<file path="src/rtl/spi_slave.sv">
`timescale 1ns/1ps
// SPI slave: oversamples the SPI pads in the system clock domain, shifts
// characters in from MOSI and out on MISO with configurable sample/drive
// edges and bit order, and talks to local logic through a one-entry TX
// holding buffer (valid/ready) and a one-cycle RX valid pulse.
module spi_slave #(
  parameter int CHAR_LEN    = 8,
  parameter int SYNC_STAGES = 2
) (
  input  logic                wb_clk_i,
  input  logic                wb_rst_ni,
  input  logic                sclk_pad_i,
  input  logic                ss_pad_i,
  input  logic                mosi_pad_i,
  output logic                miso_pad_o,
  output logic                miso_oe_o,
  input  logic                lsb_i,
  input  logic                sample_negedge_i,
  input  logic                drive_negedge_i,
  input  logic [CHAR_LEN-1:0] tx_data_i,
  input  logic                tx_valid_i,
  output logic                tx_ready_o,
  output logic [CHAR_LEN-1:0] rx_data_o,
  output logic                rx_valid_o,
  output logic                tx_urun_o,
  output logic                abort_o,
  output logic                busy_o
);

  localparam int               CNT_W    = $clog2(CHAR_LEN + 1);
  localparam logic [CNT_W-1:0] LAST_BIT = CNT_W'(CHAR_LEN - 1);
  localparam logic [CNT_W-1:0] FULL_CNT = CNT_W'(CHAR_LEN);

  typedef enum logic [1:0] {
    IDLE,
    LOAD,
    SHIFT
  } state_t;

  state_t state, state_next;

  // Pad synchronisers and edge-detect history
  logic [SYNC_STAGES-1:0] sclk_sync, ss_sync, mosi_sync;
  logic                   sclk_h, ss_h;
  logic                   sclk_s, ss_s, mosi_s;
  logic                   sclk_rise, sclk_fall, ss_fall;

  // Per-character configuration, frozen at character start
  logic lsb_q, samp_neg_q, drv_neg_q;
  logic sample_edge, drive_edge;

  // Datapath
  logic [CHAR_LEN-1:0] tx_buf, tx_shift, rx_shift, rx_next, load_word;
  logic                buf_full;
  logic [CNT_W-1:0]    bit_cnt;

  // FSM strobes
  logic do_load, do_sample, do_drive, do_done, do_abort, go_idle;

  assign sclk_s     = sclk_sync[SYNC_STAGES-1];
  assign ss_s       = ss_sync[SYNC_STAGES-1];
  assign mosi_s     = mosi_sync[SYNC_STAGES-1];
  assign sclk_rise  = sclk_s & ~sclk_h;
  assign sclk_fall  = ~sclk_s & sclk_h;
  assign ss_fall    = ~ss_s & ss_h;

  assign sample_edge = samp_neg_q ? sclk_fall : sclk_rise;
  assign drive_edge  = drv_neg_q  ? sclk_fall : sclk_rise;

  assign tx_ready_o  = ~buf_full;
  assign load_word   = buf_full ? tx_buf : '1;

  // Synchronise pads into wb_clk_i and keep one cycle of history for edges
  always_ff @(posedge wb_clk_i or negedge wb_rst_ni) begin
    if (!wb_rst_ni) begin
      sclk_sync <= '0;
      ss_sync   <= '1;
      mosi_sync <= '0;
      sclk_h    <= 1'b0;
      ss_h      <= 1'b1;
    end else begin
      // NOTE: sequential state uses non-blocking assignments so every flop
      // samples the pre-edge value; blocking here would collapse the chain.
      sclk_sync <= {sclk_sync[SYNC_STAGES-2:0], sclk_pad_i};
      ss_sync   <= {ss_sync[SYNC_STAGES-2:0], ss_pad_i};
      mosi_sync <= {mosi_sync[SYNC_STAGES-2:0], mosi_pad_i};
      sclk_h    <= sclk_s;
      ss_h      <= ss_s;
    end
  end

  // Receive shift register value after inserting the current MOSI sample
  always_comb begin
    rx_next = lsb_q ? {mosi_s, rx_shift[CHAR_LEN-1:1]}
                    : {rx_shift[CHAR_LEN-2:0], mosi_s};
  end

  // State register
  always_ff @(posedge wb_clk_i or negedge wb_rst_ni) begin
    if (!wb_rst_ni) state <= IDLE;
    else            state <= state_next;
  end

  // Next-state logic and datapath strobes
  always_comb begin
    // NOTE: every output of this block gets a default first, so no path
    // leaves a signal unassigned and no latch is inferred.
    state_next = state;
    do_load    = 1'b0;
    do_sample  = 1'b0;
    do_drive   = 1'b0;
    do_done    = 1'b0;
    do_abort   = 1'b0;
    go_idle    = 1'b0;
    unique case (state)
      IDLE: begin
        if (ss_fall) state_next = LOAD;
      end
      LOAD: begin
        do_load    = 1'b1;
        state_next = SHIFT;
      end
      SHIFT: begin
        do_sample = sample_edge;
        do_drive  = drive_edge && (bit_cnt != '0) && (bit_cnt < FULL_CNT);
        // The sample is taken before ss is looked at, so a final bit that
        // coincides with ss rising still completes the character.
        if (sample_edge && (bit_cnt == LAST_BIT)) begin
          do_done    = 1'b1;
          go_idle    = ss_s;
          state_next = ss_s ? IDLE : LOAD;
        end else if (ss_s) begin
          go_idle    = 1'b1;
          do_abort   = (bit_cnt != '0) || sample_edge;
          state_next = IDLE;
        end
      end
      default: state_next = IDLE;
    endcase
  end

  // TX holding buffer: local side fills it, character start empties it
  always_ff @(posedge wb_clk_i or negedge wb_rst_ni) begin
    if (!wb_rst_ni) begin
      // NOTE: data registers are reset too; the block is small and a known
      // value keeps MISO deterministic after a mid-character reset.
      tx_buf   <= '0;
      buf_full <= 1'b0;
    end else if (tx_valid_i && !buf_full) begin
      tx_buf   <= tx_data_i;
      buf_full <= 1'b1;
    end else if (do_load) begin
      buf_full <= 1'b0;
    end
  end

  // Shift datapath, MISO drive and status pulses
  always_ff @(posedge wb_clk_i or negedge wb_rst_ni) begin
    if (!wb_rst_ni) begin
      tx_shift   <= '0;
      rx_shift   <= '0;
      bit_cnt    <= '0;
      lsb_q      <= 1'b0;
      samp_neg_q <= 1'b0;
      drv_neg_q  <= 1'b0;
      miso_pad_o <= 1'b1;
      miso_oe_o  <= 1'b0;
      busy_o     <= 1'b0;
      rx_data_o  <= '0;
      rx_valid_o <= 1'b0;
      tx_urun_o  <= 1'b0;
      abort_o    <= 1'b0;
    end else begin
      rx_valid_o <= 1'b0;
      tx_urun_o  <= 1'b0;
      abort_o    <= 1'b0;

      if (do_load) begin
        tx_shift   <= load_word;
        tx_urun_o  <= ~buf_full;
        miso_pad_o <= lsb_i ? load_word[0] : load_word[CHAR_LEN-1];
        miso_oe_o  <= 1'b1;
        busy_o     <= 1'b1;
        bit_cnt    <= '0;
        lsb_q      <= lsb_i;
        samp_neg_q <= sample_negedge_i;
        drv_neg_q  <= drive_negedge_i;
      end

      if (do_sample) begin
        rx_shift <= rx_next;
        bit_cnt  <= bit_cnt + 1'b1;
      end

      if (do_drive) begin
        if (lsb_q) begin
          tx_shift   <= tx_shift >> 1;
          miso_pad_o <= tx_shift[1];
        end else begin
          tx_shift   <= tx_shift << 1;
          miso_pad_o <= tx_shift[CHAR_LEN-2];
        end
      end

      if (do_done) begin
        rx_data_o  <= rx_next;
        rx_valid_o <= 1'b1;
      end

      if (do_abort) abort_o <= 1'b1;

      if (go_idle) begin
        miso_oe_o  <= 1'b0;
        miso_pad_o <= 1'b1;
        busy_o     <= 1'b0;
      end
    end
  end

endmodule

</file>
<file path="config.mk">
export PLATFORM = sky130hd
export DESIGN_NAME = spi_slave
export DESIGN_NICKNAME = d
export VERILOG_FILES = /design/src/rtl/spi_slave.sv
export SDC_FILE = /design/constraint.sdc
export NUM_CORES = 1
export LEC_CHECK = 0
export ABC_AREA = 1
export CAP_MARGIN = 40
export CORE_MARGIN = 10
export CORE_UTILIZATION = 45
export CTS_CLUSTER_DIAMETER = 50
export DETAILED_ROUTE_END_ITERATION = 10
export PLACE_DENSITY = 0.79
export SYNTH_ARGS = -nofsm -noshare
export SYNTH_HDL_FRONTEND = slang
export SYNTH_SLANG_ARGS = --single-unit
export TNS_END_PERCENT = 20
</file>
<file path="constraint.sdc">
create_clock -name wb_clk_i -period 2.5 [get_ports wb_clk_i]
set_clock_uncertainty 0.2 [all_clocks]
set_input_delay 0.375 -clock wb_clk_i [delete_from_list [all_inputs] [get_ports wb_clk_i]]
set_output_delay 0.375 -clock wb_clk_i [all_outputs]
set_load 0.02 [all_outputs]
</file>
# After elaboration in Yosys (flattened, before gate mapping)
# Cells that the tools add are included.
[classes]
reduce_logical = 14
eq_ne = 5
addsub = 1
bitwise = 7
n_mux = 37
magnitude_cmp = 1
[op_table]
columns = ["operator", "count"]
rows = [
  ["8-bit two-way mux", 5],
  ["1-bit two-way mux", 26],
  ["4-bit two-way mux", 2],
  ["2-bit nonzero test", 4],
  ["2-bit two-way mux", 3],
  ["2-bit case mux with 3 select lines", 1],
  ["4-bit by 1-bit adder with 4-bit output, second input constant", 1],
  ["4-bit by 3-bit == test with 1-bit output, second input constant", 1],
  ["1-bit logical AND", 4],
  ["4-bit less-than comparator, second input constant", 1],
  ["1-bit NOT", 4],
  ["4-bit nonzero test", 1],
  ["1-bit bitwise AND", 3],
  ["3-bit != test, second input constant", 1],
  ["3-bit nonzero test", 1],
  ["2-bit by 1-bit == test with 1-bit output, second input constant", 1],
  ["2-bit == test, second input constant", 1],
  ["2-bit zero test", 1],
  ["2-bit != test, second input constant", 1],
  ["2-bit AND reduction", 1],
  ["1-bit zero test", 1],
  ["1-bit logical OR", 1],
]
[word_totals]
elab_cells = 85
ff_bits = 55
out_inout_bits = 15

# Longest topological paths before layout
[logic_depth]
word_depth = 8
mapped_depth = 9

# Least setup slack after synthesis
# OpenSTA, ideal clock, no wires.
[synth_timing]
kind = "register -> register"
startpoint = "register bit_cnt[0]"
endpoint = "register tx_shift[7]"
t_required_ps = 2177
slack_ps = 1034
arrival_time_ps = 1143
path_stages_with_launch = 9
synth_period_minus_slack_ps = 1466
path_buffers = 0
setup_ps = 123
path_cell_list = "dfrtp_1 > inv_1 > ha_1 > nand2_1 > nand3_4 > nor2_8 > nor2_4 > nand2_1 > nand2_1"
[synth_between]
elab_chain_len = 5
elab_cells_between_ends = 7
cone_classes = "order compare (1); mux (2); reduce/logical (4)"
[synth_lines]
columns = ["element", "line", "text"]
rows = [
  ["start: declaration", "55", "logic [CNT_W-1:0] bit_cnt;"],
  ["start signal: assignment", "192", "bit_cnt <= bit_cnt + 1'b1;"],
  ["branches (longest 2 deep; another with 4-bit less-than comparator)", "--", ""],
  ["1-bit logical AND *", "125", "do_drive = drive_edge && (bit_cnt != '0) && (bit_cnt < FULL_CNT);"],
  ["1-bit two-way mux *", "115", "unique case (state)"],
  ["8-bit two-way mux / 2-bit nonzero test (equally long branches)", "--", ""],
  ["end signal: assignment", "179", "tx_shift <= load_word;"],
  ["end signal: assignment", "197", "tx_shift <= tx_shift >> 1;"],
  ["end signal: assignment", "200", "tx_shift <= tx_shift << 1;"],
  ["end: declaration", "53", "logic [CHAR_LEN-1:0] tx_buf, tx_shift, rx_shift, rx_next, load_word;"],
]
# Mark *: on every way between the ends.
# A chain may end at the register's enable or synchronous reset.

# Final worst setup path
[layout_timing]
startpoint = "register buf_full"
endpoint = "output port tx_ready_o"
[layout_between]
elab_chain_len = 1
[layout_lines]
columns = ["element", "line", "text"]
rows = [
  ["start: declaration", "54", "logic buf_full;"],
  ["start signal: assignment", "148", "buf_full <= 1'b0;"],
  ["start signal: assignment", "151", "buf_full <= 1'b1;"],
  ["start signal: assignment", "153", "buf_full <= 1'b0;"],
  ["1-bit NOT", "70", "assign tx_ready_o = ~buf_full;"],
  ["end: declaration", "22", "output logic tx_ready_o,"],
]
# Every way passes these cells.

==> results.rst <==
.. list-table::
   :header-rows: 1

   * - Metric
     - Value
   * - Result of the run
     - complete, no violations
   * - Share of the core filled with cells
     - a little under three fifths
   * - Routed wire length per instance
     - between 10 and 15 um
   * - Mux contribution to synthesized area
     - between 2 and 3%
   * - Routed via count divided by cell count
     - between 4 and 5
   * - Final hold viol count
     - 0
   * - Post-synthesis simple-gate area fraction
     - between 20% and 30%
   * - Main combinational cell family by area after synthesis
     - simple AND/OR/NAND/NOR gates
   * - Setup Buffers After CTS
     - 0
   * - Worst reg2reg setup slack
     - between 0.8 and 0.9 ns
   * - Worst-case clock buffer depth
     - 2
   * - Area of the core region
     - 5240 um^2
   * - Count of antenna diodes in the layout
     - 0
   * - Number of flip-flops and latches in the synthesized netlist
     - between 50 and 60
   * - Fin crit period
     - 2.10 ns
   * - Count of mapped cells out of synthesis
     - 280
   * - Share of the synthesized area in compound gates (AO/OA/AOI/OAI)
     - between 10% and 20%
   * - Source-to-sink clock delay at the later pin of the worst-skew pair
     - roughly 0.30 ns
   * - Area delta synth->final
     - 19.0%
   * - Final-layout fill cell count
     - 484
   * - Adder-cell share of the synthesized area
     - ~1.0%
   * - H-tree depth
     - 2
   * - Portion of the clock cycle consumed by the worst path in the final layout
     - a little over four fifths
   * - RR Startpoint
     - lsb_q
   * - Main area contributors after synthesis
     - sky130_fd_sc_hd__dfrtp_1, sky130_fd_sc_hd__nand2_1, sky130_fd_sc_hd__o21ai_0, sky130_fd_sc_hd__inv_1, sky130_fd_sc_hd__dfstp_2
   * - Count of flip-flops with a built-in enable after synthesis
     - 0
   * - Worst hold path cell count
     - 0
   * - Number of distinct library cells after synthesis
     - 28
   * - Ranking of synthesized cells by instance count
     - sky130_fd_sc_hd__nand2_1, sky130_fd_sc_hd__dfrtp_1, sky130_fd_sc_hd__o21ai_0
   * - Area share of the largest cell type after synthesis
     - roughly half
   * - Worst-case hold path end point
     - sclk_sync[1]
   * - FFs w/ async S/R, synth
     - 100%
   * - Number of vias in the routed layout
     - approximately 1.8k
   * - Worst min-delay path class
     - register to register
   * - Final net count
     - between 300 and 400
   * - Hold slack final
     - 0.161 ns
   * - Xor/xnor share of the synthesized area
     - less than 1%
   * - Top_reg_cell synth
     - sky130_fd_sc_hd__dfrtp_1
   * - Library cell used as clock root buffer
     - sky130_fd_sc_hd__clkbuf_8
   * - Kind of start point of the critical path
     - register
   * - Data required time at the worst endpoint
     - 1.92 ns
   * - Remaining number of nets flagged by the antenna check after routing
     - 0
   * - Port Buffers
     - 31
   * - Most Used Layer, Global Route
     - met2
   * - DP HPWL
     - 3.37 mm
   * - Final critical-path setup slack
     - ~0.40 ns
   * - Routed wire length
     - roughly 4.5 mm
   * - Final Non-Filler Cells
     - roughly 380
   * - Die footprint
     - a little under 9000 um^2
   * - TritonCTS Buffers
     - 5
   * - Worst EP arrival
     - between 1.5 and 2 ns
   * - GR Layer Usage met3
     - under 10%
   * - DRC viols
     - 0
   * - Die Span Y
     - between 90 and 100 um
   * - Max transition margin
     - between 40 and 50%
   * - Cells on worst reg2reg path
     - 3
   * - Most frequent cell after synthesis
     - sky130_fd_sc_hd__nand2_1
   * - Reported max-cap violation count
     - 0
   * - Clk pin slew, worst setup/hold paths
     - about 0.08 ns
   * - Site row count
     - 26
   * - Routing usage on met2
     - approximately 18%
   * - Number of warnings printed during yosys synthesis
     - 0
   * - Wire length of the first global-routing pass
     - 8.02 mm
   * - Initial DRT Pass Iterations
     - 4
   * - Overall fraction of global-route tracks in use
     - ~11%
   * - Ports
     - 32
   * - Syn Nets
     - approximately 300
   * - Portion of the post-synthesis area used by sequential elements
     - a little under three fifths
   * - Antenna violations before repair
     - 0
   * - TNS Setup
     - 0 ns
   * - Number of global-route vias before repair
     - ~1.8k
   * - Setup CP Type
     - register to primary output
   * - Worst Setup End Kind
     - primary output
   * - Worst-case vdd ir drop
     - 0.000490 V
   * - Die Wd
     - ~94 um
   * - Post-synth top area cell
     - sky130_fd_sc_hd__dfrtp_1
   * - Largest net degree at the start of global routing
     - 32
   * - Final setup violation count
     - 0
   * - Crit Reg-Reg Endpoint
     - rx_shift[6]
   * - Pwr dens
     - between 900 and 1000 nW/um^2
   * - Pre-CTS WS
     - 0.709 ns
   * - Worst-margin pin slew
     - a little over 0.8 ns
   * - Slew Limit Fails
     - 0
   * - Critical-path maximum fanout
     - 10
   * - Setup repair after global routing missed its margin
     - no
   * - Synthesized area divided by synthesized cell count
     - slightly below 9 um^2
   * - Cell count after placement
     - 374
   * - Worst Hold Launch
     - sclk_sync[0]
   * - Lkg Pwr
     - between 1 and 1.5 nW
   * - Highest achievable clock rate
     - 0.475 GHz
   * - Fraction of final layout cells sized beyond drive strength 1
     - roughly 11%
   * - Total congestion overflow after global routing
     - 0
   * - Starting density of the core
     - between 40% and 50%
   * - Total clock sinks
     - 55
   * - Detailed router's first-iteration violation count
     - 87
   * - Met1 track demand over resource in global routing
     - 13.2%
   * - TritonCTS clock tree
     - built
   * - GPL Wtd Cong
     - 0.759
   * - Mapped cell area
     - 2480 um^2
-- what timing repair did --
item                      in CTS  in global routing
resized for setup              0                  0
hold buffers                   1                  0
hold endpoints to repair      23                  0
-- worst max path at each step --
stage,startpoint,to
2_1_floorplan,bit_cnt[0],tx_shift[7]
3_3_place_gp,buf_full,tx_ready_o
3_5_place_dp,tx_valid_i,tx_buf[6]
4_1_cts,buf_full,tx_ready_o
5_1_grt,buf_full,tx_ready_o
6_report,buf_full,tx_ready_o
-- power by group --
group | switching, W | internal [W] | leakage (nW) | total [W]
sequential | 0.000212 | 0.00115 | 0.692 | 0.00136
clock | 0.000263 | 0.000253 | 0.0515 | 0.000517
combinational | 0.000571 | 0.000378 | 0.696 | 0.000949
-- metrics by stage --
| stage | instance area [um^2] | total power [W] |
|---|---|---|
| after floorplan | 2480 | 0.00207 |
| after global placement | 2840 | 0.00229 |
| after detailed placement | 2840 | 0.00234 |
| after CTS | 2950 | 0.00286 |
| after global routing | 2950 | 0.00307 |
| final | 2950 | 0.00283 |
-- layout by cell type, fill, tap and decap left out, types with 2 or more instances in the layout --
| cell | instances |
|---|---|
| sky130_fd_sc_hd__nor2_1 | 20 |
| sky130_fd_sc_hd__mux2_2 | 6 |
| sky130_fd_sc_hd__a21oi_1 | 12 |
| sky130_fd_sc_hd__nor2_8 | 2 |
| sky130_fd_sc_hd__nand2_1 | 78 |
| sky130_fd_sc_hd__inv_1 | 31 |
| sky130_fd_sc_hd__dfstp_2 | 4 |
| sky130_fd_sc_hd__clkbuf_8 | 7 |
| sky130_fd_sc_hd__clkdlybuf4s50_1 | 30 |
| sky130_fd_sc_hd__o21ai_1 | 2 |
| sky130_fd_sc_hd__ha_1 | 2 |
| sky130_fd_sc_hd__nand3_1 | 10 |
| sky130_fd_sc_hd__nor2_4 | 3 |
| sky130_fd_sc_hd__dfrtp_1 | 51 |
| sky130_fd_sc_hd__o21ai_0 | 37 |
| sky130_fd_sc_hd__inv_2 | 5 |
-- per-layer routing --
metal | share of wire [%] | routed length [um]
met1 | 46 | 2080
met2 | 47 | 2130
met3 | 5.9 | 266
met4 | 1.2 | 55
met5 | 0 | 0
-- cell type report --
cell class	instances	area (um^2)	share of cell area, %
clock buffer	8	100	3.39
inverter	37	141	4.79
multi-input combinational	180	903	30.6
sequential	55	1380	46.8
tap	70	87.6	2.97
timing repair buffer	33	335	11.4
-- flip-flops by register name (all words and copies together) (netlist names) --
name,cells
lsb_q,1
ss_sync,2
mosi_sync,2
state,2
miso_pad_o,1
sclk_h,1
ss_h,1
abort_o,1
rx_valid_o,1
tx_shift,8
buf_full,1
sclk_sync,2
tx_urun_o,1
drv_neg_q,1
samp_neg_q,1
rx_data_o,8
bit_cnt,4
tx_buf,8
busy_o,1
rx_shift,8
-- cell families after synthesis --
kind of cell / after synthesis
muxes: 6
and+or+nand+nor: 118
buffers and inverters: 45
DFF: 55
AOI/OAI and AO/OA: 53
adders and majority gates: 2
xor gates and xnor gates: 1
-- worst max-delay path, cell delays in order (launching register included) --
cell                              delay [ns]
sky130_fd_sc_hd__dfrtp_1                0.43
sky130_fd_sc_hd__inv_2                  0.16
sky130_fd_sc_hd__clkdlybuf4s50_1        0.63
Power figures use the tool's default switching activity.
